--- src/rtl/banner_pkg.sv ---
// Shared types and constants for the end-of-game banner sequencer.
package banner_pkg;

  typedef enum logic [2:0] {
    IDLE,
    SLIDE_IN,
    HOLD,
    WAIT_KEY,
    SLIDE_OUT
  } banner_state_t;

  localparam int FIXED_POINT_MULTIPLIER = 64;
  localparam int FixedPointShift        = 6;

  localparam logic BANNER_WIN  = 1'b0;
  localparam logic BANNER_LOSE = 1'b1;

  // Counter must hold the larger of the two frame limits; never narrower than one bit.
  function automatic int unsigned cnt_width(input int unsigned a, input int unsigned b);
    int unsigned m;
    m = (a > b) ? a : b;
    return (m < 2) ? 1 : $clog2(m + 1);
  endfunction

endpackage

--- src/rtl/frame_tick_counter.sv ---
// Frame counter with synchronous clear; done_o flags the frame pulse that reaches terminal_i.
module frame_tick_counter #(
  parameter int unsigned Width = 10
) (
  input  logic             clk_i,
  input  logic             rst_i,
  input  logic             clear_i,
  input  logic             tick_i,
  input  logic [Width-1:0] terminal_i,
  output logic             done_o
);

  logic [Width-1:0] count_q, count_d;

  always_comb begin
    count_d = count_q;
    if (clear_i) begin
      count_d = '0;
    end else if (tick_i) begin
      count_d = count_q + 1'b1;
    end
  end

  always_ff @(posedge clk_i) begin
    if (rst_i) begin
      count_q <= '0;
    end else begin
      count_q <= count_d;
    end
  end

  // Fires on the terminal_i-th tick since the last clear.
  assign done_o = tick_i && (count_q == terminal_i - 1'b1);

endmodule

--- src/rtl/end_banner_controller.sv ---
// Win/lose banner sequencer: slide in, hold, wait for key or timeout, request restart, slide out.
module end_banner_controller
  import banner_pkg::*;
#(
  parameter int          StartX     = -64,
  parameter int          RestX      = 192,
  parameter int          BannerY    = 64,
  parameter int unsigned SlideSpeed = 256,
  parameter int unsigned HoldFrames = 90,
  parameter int unsigned KeyTimeout = 900
) (
  input  logic               clk,
  input  logic               resetN,
  input  logic               startOfFrame,
  input  logic               winEvent,
  input  logic               loseEvent,
  input  logic               anyKey,
  output logic signed [10:0] topLeftX,
  output logic signed [10:0] topLeftY,
  output logic               bannerSel,
  output logic               bannerVisible,
  output logic               gameFreeze,
  output logic               restartReq
);

  localparam int          XW      = 18;
  localparam int unsigned CntW    = cnt_width(HoldFrames, KeyTimeout);
  localparam logic signed [XW-1:0] StartFp = XW'(StartX * FIXED_POINT_MULTIPLIER);
  localparam logic signed [XW-1:0] RestFp  = XW'(RestX * FIXED_POINT_MULTIPLIER);
  localparam logic signed [XW-1:0] SpeedFp = XW'(SlideSpeed);

  banner_state_t         state_q, state_d;
  logic signed [XW-1:0]  x_q, x_d, x_up, x_dn;
  logic                  sel_q, sel_d;
  logic                  restart_q, restart_d;
  logic                  visible_q, freeze_q;
  logic                  cnt_clear, cnt_done;
  logic [CntW-1:0]       cnt_term;
  logic                  hold_done, key_timeout;

  assign cnt_term    = (state_q == HOLD) ? CntW'(HoldFrames) : CntW'(KeyTimeout);
  assign hold_done   = cnt_done && (state_q == HOLD);
  assign key_timeout = (KeyTimeout != 0) && cnt_done && (state_q == WAIT_KEY);

  frame_tick_counter #(
    .Width(CntW)
  ) u_frame_cnt (
    .clk_i     (clk),
    .rst_i     (resetN),
    .clear_i   (cnt_clear),
    .tick_i    (startOfFrame),
    .terminal_i(cnt_term),
    .done_o    (cnt_done)
  );

  always_comb begin
    state_d   = state_q;
    x_d       = x_q;
    sel_d     = sel_q;
    restart_d = 1'b0;
    cnt_clear = 1'b0;
    x_up      = x_q + SpeedFp;
    x_dn      = x_q - SpeedFp;
    case (state_q)
      IDLE: begin
        if (winEvent || loseEvent) begin
          state_d = SLIDE_IN;
          sel_d   = loseEvent ? BANNER_LOSE : BANNER_WIN;
        end
      end
      SLIDE_IN: begin
        if (startOfFrame) begin
          if (x_up >= RestFp) begin
            x_d       = RestFp;
            state_d   = HOLD;
            cnt_clear = 1'b1;
          end else begin
            x_d = x_up;
          end
        end
      end
      HOLD: begin
        if (hold_done) begin
          state_d   = WAIT_KEY;
          cnt_clear = 1'b1;
        end
      end
      WAIT_KEY: begin
        // Key and timeout on the same cycle collapse into one restart pulse.
        if (anyKey || key_timeout) begin
          restart_d = 1'b1;
          state_d   = SLIDE_OUT;
        end
      end
      SLIDE_OUT: begin
        if (startOfFrame) begin
          if (x_dn <= StartFp) begin
            x_d     = StartFp;
            state_d = IDLE;
          end else begin
            x_d = x_dn;
          end
        end
      end
      default: state_d = IDLE;
    endcase
  end

  always_ff @(posedge clk) begin
    if (resetN) begin
      state_q   <= IDLE;
      x_q       <= StartFp;
      sel_q     <= BANNER_WIN;
      restart_q <= 1'b0;
      visible_q <= 1'b0;
      freeze_q  <= 1'b0;
    end else begin
      state_q   <= state_d;
      x_q       <= x_d;
      sel_q     <= sel_d;
      restart_q <= restart_d;
      visible_q <= (state_d != IDLE);
      freeze_q  <= (state_d == SLIDE_IN) || (state_d == HOLD) || (state_d == WAIT_KEY);
    end
  end

  assign topLeftX      = 11'(x_q >>> FixedPointShift);
  assign topLeftY      = 11'(BannerY);
  assign bannerSel     = sel_q;
  assign bannerVisible = visible_q;
  assign gameFreeze    = freeze_q;
  assign restartReq    = restart_q;

  // A zero speed would leave the banner stuck in a slide state forever.
  slide_speed_nonzero_a : assert property (@(posedge clk) SlideSpeed != 0);

endmodule

--- config.mk ---
export PLATFORM = sky130hd
export DESIGN_NAME = end_banner_controller
export DESIGN_NICKNAME = d
export VERILOG_FILES = /design/src/rtl/banner_pkg.sv /design/src/rtl/frame_tick_counter.sv /design/src/rtl/end_banner_controller.sv
export SDC_FILE = /design/constraint.sdc
export NUM_CORES = 1
export LEC_CHECK = 0
export ABC_AREA = 0
export CORE_MARGIN = 2
export CORE_UTILIZATION = 55
export DETAILED_ROUTE_END_ITERATION = 8
export GPL_ROUTABILITY_DRIVEN = 0
export PLACE_DENSITY = 0.81
export SLEW_MARGIN = 25
export SYNTH_ARGS = -nofsm -noshare
export SYNTH_HDL_FRONTEND = slang
export SYNTH_SLANG_ARGS = --single-unit
--- constraint.sdc ---
create_clock -name clk -period 4.6 [get_ports clk]
set_input_delay 0.92 -clock clk [delete_from_list [all_inputs] [get_ports clk]]
set_output_delay 0.92 -clock clk [all_outputs]
set_load 0.1 [all_outputs]
; ---- After elaboration in Yosys (flattened, before gate mapping)
; Cells that the tools add are included.
[op_classes]
add_sub_neg = 4
order_cmp = 2
n_eq_ne = 10
mux = 20
n_bitwise = 1
reduce_logical = 14
[op_table]
columns = op, count
row1 = 18-bit two-way mux, 4
row2 = 18-bit case mux with 2 select lines, 1
row3 = 3-bit two-way mux, 7
row4 = 18-bit by 10-bit adder with 18-bit output (second input constant), 1
row5 = 18-bit by 15-bit >= comparator with 1-bit output (second input constant), 1
row6 = 18-bit by 13-bit <= comparator with 1-bit output (second input constant), 1
row7 = 18-bit by 10-bit subtractor with 18-bit output (second input constant), 1
row8 = 3-bit case mux with 5 select lines, 1
row9 = 3-bit by 2-bit == test with 1-bit output (second input constant), 4
row10 = 10-bit by 1-bit adder with 10-bit output (second input constant), 1
row11 = 10-bit == test, 1
row12 = 10-bit two-way mux, 1
row13 = 10-bit by 1-bit subtractor with 10-bit output (second input constant), 1
row14 = 3-bit by 1-bit == test with 1-bit output (second input constant), 2
row15 = 1-bit two-way mux, 5
row16 = 1-bit logical OR, 4
row17 = 2-bit != test (second input constant), 2
row18 = 2-bit OR reduction, 2
row19 = 3-bit == test (second input constant), 1
row20 = 1-bit logical AND, 3
row21 = 3-bit logical NOT, 1
row22 = 3-bit AND reduction, 1
row23 = 3-bit nonzero test, 1
row24 = 1-bit case mux with 2 select lines, 1
row25 = 3 further kinds, 3
[word_totals]
regBits = 35
input_bits = 6
out_inout_bits = 26
word_cells = 58

; ---- Depth between registers and ports, before layout
[logic_depth]
ltp_word = 12
ltp_mapped = 9
depth_no_buf = 8

; ---- Cells and area by module
; Synthesis repeated with hierarchy kept, for this count alone.
[unflattened]
cells_unflattened = 314
area_unflattened_um2 = 2426.1
[by_module_without_submodules]
columns = mod, instances, cells_per_inst, area_per_inst_um2
row1 = end_banner_controller, 1, 224, 1706.6
row2 = frame_tick_counter, 1, 90, 719.4

; ---- Worst setup path after synthesis
; Ideal clock, no wire load.
[synth_timing]
kind = flip-flop to flip-flop
from = reg x_q[8]
to = reg x_q[11]
setup_ns = 0.074
arrival_time_ns = 2.337
required_time_ns = 4.526
setup_slack_ns = 2.189
stages_incl_launch_ff = 10
path_buffers = 1
period_less_slack_ns = 2.411
path_cell_list = dfxtp_1 > buf_2 > inv_1 > ha_1 > or3b_4 > mux2i_1 > o22ai_1 > a41oi_4 > or4_1 > a31oi_1
[synth_between]
elab_chain_len = 5
elab_cells_between_ends = 9
cone_classes = add/sub (2) / order compare (2) / mux (5)
[synth_rtl]
columns = element, line_no
row1 = "start, declared", end_banner_controller.sv:33  ; logic signed [XW-1:0] x_q, x_d, x_up, x_dn;
row2 = "start signal, assigned", end_banner_controller.sv:112  ; x_q <= StartFp;
row3 = 18-bit by 10-bit subtractor with 18-bit output / 18-bit by 10-bit adder with 18-bit output (equally long branches), "end_banner_controller.sv:63, end_banner_controller.sv:62"
row4 = 18-bit by 13-bit <= comparator with 1-bit output / 18-bit by 15-bit >= comparator with 1-bit output (equally long branches), "end_banner_controller.sv:97, end_banner_controller.sv:73"
row5 = 18-bit two-way mux (on tied branches), "end_banner_controller.sv:97, end_banner_controller.sv:73"
row6 = 18-bit two-way mux (on tied branches), "end_banner_controller.sv:96, end_banner_controller.sv:72"
row7 = 18-bit case mux with 2 select lines (*), end_banner_controller.sv:64  ; case (state_q)
; Every way passes the cells marked *; elsewhere a longest branch is shown, timed or not. The select of a mux whose other input is x is not followed.
; A chain may end at the register's enable or synchronous reset.

; ---- Final worst setup path
[layout_timing]
from = in startOfFrame
to = reg state_q[2]
[layout_between]
elab_chain_len = 5
elab_cells_between_ends = 9
cone_classes = mux (5) / reduce/logical (4)
[layout_rtl]
columns = element, line_no
row1 = "start, declared", end_banner_controller.sv:14  ; input logic startOfFrame,
row2 = 1-bit logical AND, frame_tick_counter.sv:33  ; assign done_o = tick_i && (count_q == terminal_i - 1'b1);
row3 = 1-bit logical AND, end_banner_controller.sv:43  ; assign key_timeout = (KeyTimeout != 0) && cnt_done && (state_q == WAIT_KEY);
row4 = 1-bit logical OR, end_banner_controller.sv:90  ; if (anyKey || key_timeout) begin
row5 = 3-bit two-way mux, end_banner_controller.sv:90
row6 = 3-bit case mux with 5 select lines (*), end_banner_controller.sv:64
row7 = "end signal, assigned", end_banner_controller.sv:118  ; state_q <= state_d;
row8 = "end, declared", end_banner_controller.sv:32  ; banner_state_t state_q, state_d;
; Every way passes the cells marked *; elsewhere a longest branch is shown, timed or not.

==> impl_summary.txt <==
----------------------------------------------------
[Run status]
  Result of the run ... completed

[Placement]
  PortBufs ... 18
  Placement-stage worst setup slack ... 1310 ps
  Area after detailed placement ... 0.00210 sq mm
  Cell total after placement ... 294
  Post-detailed-placement half-perimeter wirelength ... 2.97 mm

[Setup path]
  Worst EP arrival ... 3220 ps
  Reg-to-Reg Start ... x_q[8]
  Slowest-stage cell, CP ... sky130_fd_sc_hd__clkdlybuf4s50_1
  Worst EP required ... 4800 ps
  Cell Chain, Critical Path ... clkdlybuf4s50_1 -> nand2_1 -> a2111oi_0 -> a41oi_1 -> or3_1 -> or2_2 -> a21oi_1
  Cell count of the worst reg-to-reg path ... 8
  Start-to-end type of the worst setup path ... in -> reg
  Element type at the critical path start ... input port
  Kind of end point of the critical path ... flop
  Maximum single-stage delay on the critical path ... 710 ps
  Crit path max fanout ... 11
  Launch point of the worst path ... startOfFrame

[Pwr]
  Pleak ... 0.756 nW
  Sum of internal, switching and leakage power ... 572 uW
  Max IR drop VDD ... 0.148 mV
  Cell-internal power ... 351 uW
  PD cells ... 266 mW/mm^2
  Switch Pwr ... 221 uW
  Sequential share of power ... 0.453
  Logic gate share of total power ... 0.317
  Switching share of total power ... 0.387
  Clock share of power ... 0.230

[Floorplan]
  Vertical die dimension ... 65.5 um
  Starting density of the core ... 0.572
  Area inside the core boundary ... 0.00363 sq mm
  Cell row count ... 22
  Count of pins on the block boundary ... 32
  Die outline width ... 65.5 um
  Die ar. ... 0.00429 sq mm

[Timing]
  Period minus WS final ... 3020 ps
  Hold Vio Cnt, Final ... 0
  Number of failing setup endpoints in the final timing report ... 0
  Worst slew margin ... 0.351
  Max-slew violation count ... 0
  Fmax ... 0.331 GHz
  Tightest Pin Transition ... 970 ps
  Post-Route Skew ... 1.44 ps
  Minimum hold slack ... 515 ps
  Min setup slack post-route ... 1580 ps
  Sum of negative setup slack ... 0 ps
  RSZ-0062 raised after global routing ... false
  Final worst path period share ... 0.657

[Route]
  Post-route ant nets ... 0
  DR vias/cell ... 5.72
  Residual DRC count ... 0
  Overall routed net length ... 4.12 mm
  Routed wire per std cell ... 13.8 um
  Number of design-rule violations left by the first detailed-router iteration ... 116
  Number of vias after detailed routing ... 1706
  Initial DRT Pass Iterations ... 4

[Yosys]
  Synth top area cells ... sky130_fd_sc_hd__dfxtp_1 (26%), sky130_fd_sc_hd__buf_4 (9.8%), sky130_fd_sc_hd__nor2_1 (5.6%)
  Post-synth design cell area ... 0.00208 sq mm
  Main flop type after synthesis ... sky130_fd_sc_hd__dfxtp_1
  Proportion of synthesized flip-flops having asynchronous set or reset ... 0
  Gate Count Post-Synth ... 256
  Synthesis warning total ... 0
  Sequential fraction of the synthesis area ... 0.260
  Count of distinct cell types in the synthesized netlist ... 58
  Cell type contributing the most total cell area after synthesis ... sky130_fd_sc_hd__dfxtp_1
  Portion of synthesized cell area occupied by the leading cell type ... 0.260
  Synthesis-stage register bit count ... 27
  Mean instance size in the synthesized netlist ... 8.12 sq um
  Count of flip-flops with a built-in enable after synthesis ... 0

[Finish]
  Final core area utilization ... 0.591
  Filler cell count ... 346
  Number of diodes ... 0
  NumNets Final ... 261
  Fin area ... 0.00215 sq mm
  Fraction of final layout cells with drive strength greater than 1 ... 0.0640
  Final std cells w/o fill ... 298
  Flip-flop and latch area ... 541 sq um
  Area of the multi-input gates ... 0.00128 sq mm
  Area delta synth->final ... 3.37%

[Clock network]
  Clock latency on the worst-skew pair ... 270 ps
  Max clock buf depth ... 2
  Clock buffers created by TritonCTS ... 3
  Number of buffers inserted by post-CTS setup repair ... 0
  Buffer cell driving the clock tree root ... sky130_fd_sc_hd__clkbuf_8
  CTS tree ... yes
  Clock slew seen by the registers of the worst setup and hold paths ... 90 ps
  Total number of H-tree levels ... 1
  Clock Sink Count ... 27
  Quantity of gates resized following cts ... 0
  CTS Hold Bufs ... 0

[Global routing]
  Number of global-route vias before repair ... 1582
  GRT Residual Overflow ... 0
  Maximum number of pins on one net before global-route repair ... 15
  Number of antenna violations at the first check in global routing ... 0
  Global-route usage over all layers ... 0.208
  Wire length of the first global-routing pass ... 7.12 mm

[Min path]
  Instance count along the most critical hold path ... 2
  Worst Hold Launch ... bannerSel
  Class of the tightest hold or removal check ... reg -> reg

[Run]
  Maximum capacitance violations ... 0

----------------------------------------------------
routing by layer:
metal,part of all wire,track usage
met5,0,0
met4,0.0097,0.0911
met3,0.027,0.0274
met2,0.47,0.334
met1,0.49,0.280
cell usage in the layout, fill, tap and decap left out, types with 4 or more instances in the layout:
cell type,n
sky130_fd_sc_hd__a21oi_1,5
sky130_fd_sc_hd__clkdlybuf4s50_1,18
sky130_fd_sc_hd__conb_1,13
sky130_fd_sc_hd__dfxtp_1,27
sky130_fd_sc_hd__ha_1,4
sky130_fd_sc_hd__inv_1,11
sky130_fd_sc_hd__nand2_1,18
sky130_fd_sc_hd__nand3_1,11
sky130_fd_sc_hd__nand4_1,5
sky130_fd_sc_hd__nor2_1,31
sky130_fd_sc_hd__nor3_1,12
sky130_fd_sc_hd__nor4_1,4
sky130_fd_sc_hd__o21ai_1,4
sky130_fd_sc_hd__xnor2_1,10
sky130_fd_sc_hd__xor2_1,6
registers in the layout, indices dropped and copies added (netlist names):
name / cells
restartReq: 1
state_q: 3
gameFreeze: 1
u_frame_cnt.count_q: 10
x_q: 10
bannerVisible: 1
bannerSel: 1
worst max-delay path: cells and delay by family:
family	cells	cell delay [ps]
simple gates	3	750
buf+inv	1	710
compound gates	3	840
power groups by stage:
| stage | registers (mW) | logic, mW | clock network [mW] |
|---|---|---|---|
| 5_1_grt | 0.260 | 0.192 | 0.145 |
| 3_3_place_gp | 0.264 | 0.180 | 0 |
| 6_report | 0.259 | 0.181 | 0.132 |
| 3_5_place_dp | 0.264 | 0.181 | 0 |
| 2_1_floorplan | 0.270 | 0.160 | 0 |
| 4_1_cts | 0.258 | 0.181 | 0.135 |
cells by family (layout without fill, tap and decap cells):
kind of cell	count (synthesis)	after routing	synth area share
DFF	27	27	0.260
buffers and inverters	50	33	0.143
xor gates and xnor gates	17	17	0.0753
adders and majority gates	4	4	0.0241
and+or+nand+nor	101	101	0.256
AOI/OAI and AO/OA	52	52	0.223
muxes	3	3	0.0144
other	2	13	0.00361
final timing paths:
path / endpoint / slack [ps]
setup reg to reg: x_q[11] / 1930
hold reg to reg: bannerSel / 520
hold / removal: bannerSel / 520
setup / recovery: state_q[2] / 1580
final cells by class:
type                            instances  share of cell area
Multi-Input combinational cell        190               0.596
Sequential cell                        27               0.252
Timing Repair Buffer                   18              0.0839
Tap cell                               48              0.0280
Clock buffer                            4              0.0210
Inverter                               11              0.0192
cells in the mapped netlist, drive strengths merged (2+ instances only):
cell and count:
nor2 31, buf 29, dfxtp 27, nand2 18, nor3 12, inv 11, nand3 11, clkbuf 10
xnor2 10, o21ai 8, xor2 7, nor4 6, a21oi 5, nand4 5, ha 4, a211o 3
a31oi 3, and3 3, mux2i 3, o211ai 3, o21a 3, o221a 3, o31a 3, or2 3
a2111oi 2, a221o 2, a2bb2oi 2, a41oi 2, and2 2, conb 2, nand4b 2, o21bai 2
o221ai 2, o31ai 2, or4 2
Note: power is estimated with default switching activity, not from simulation.
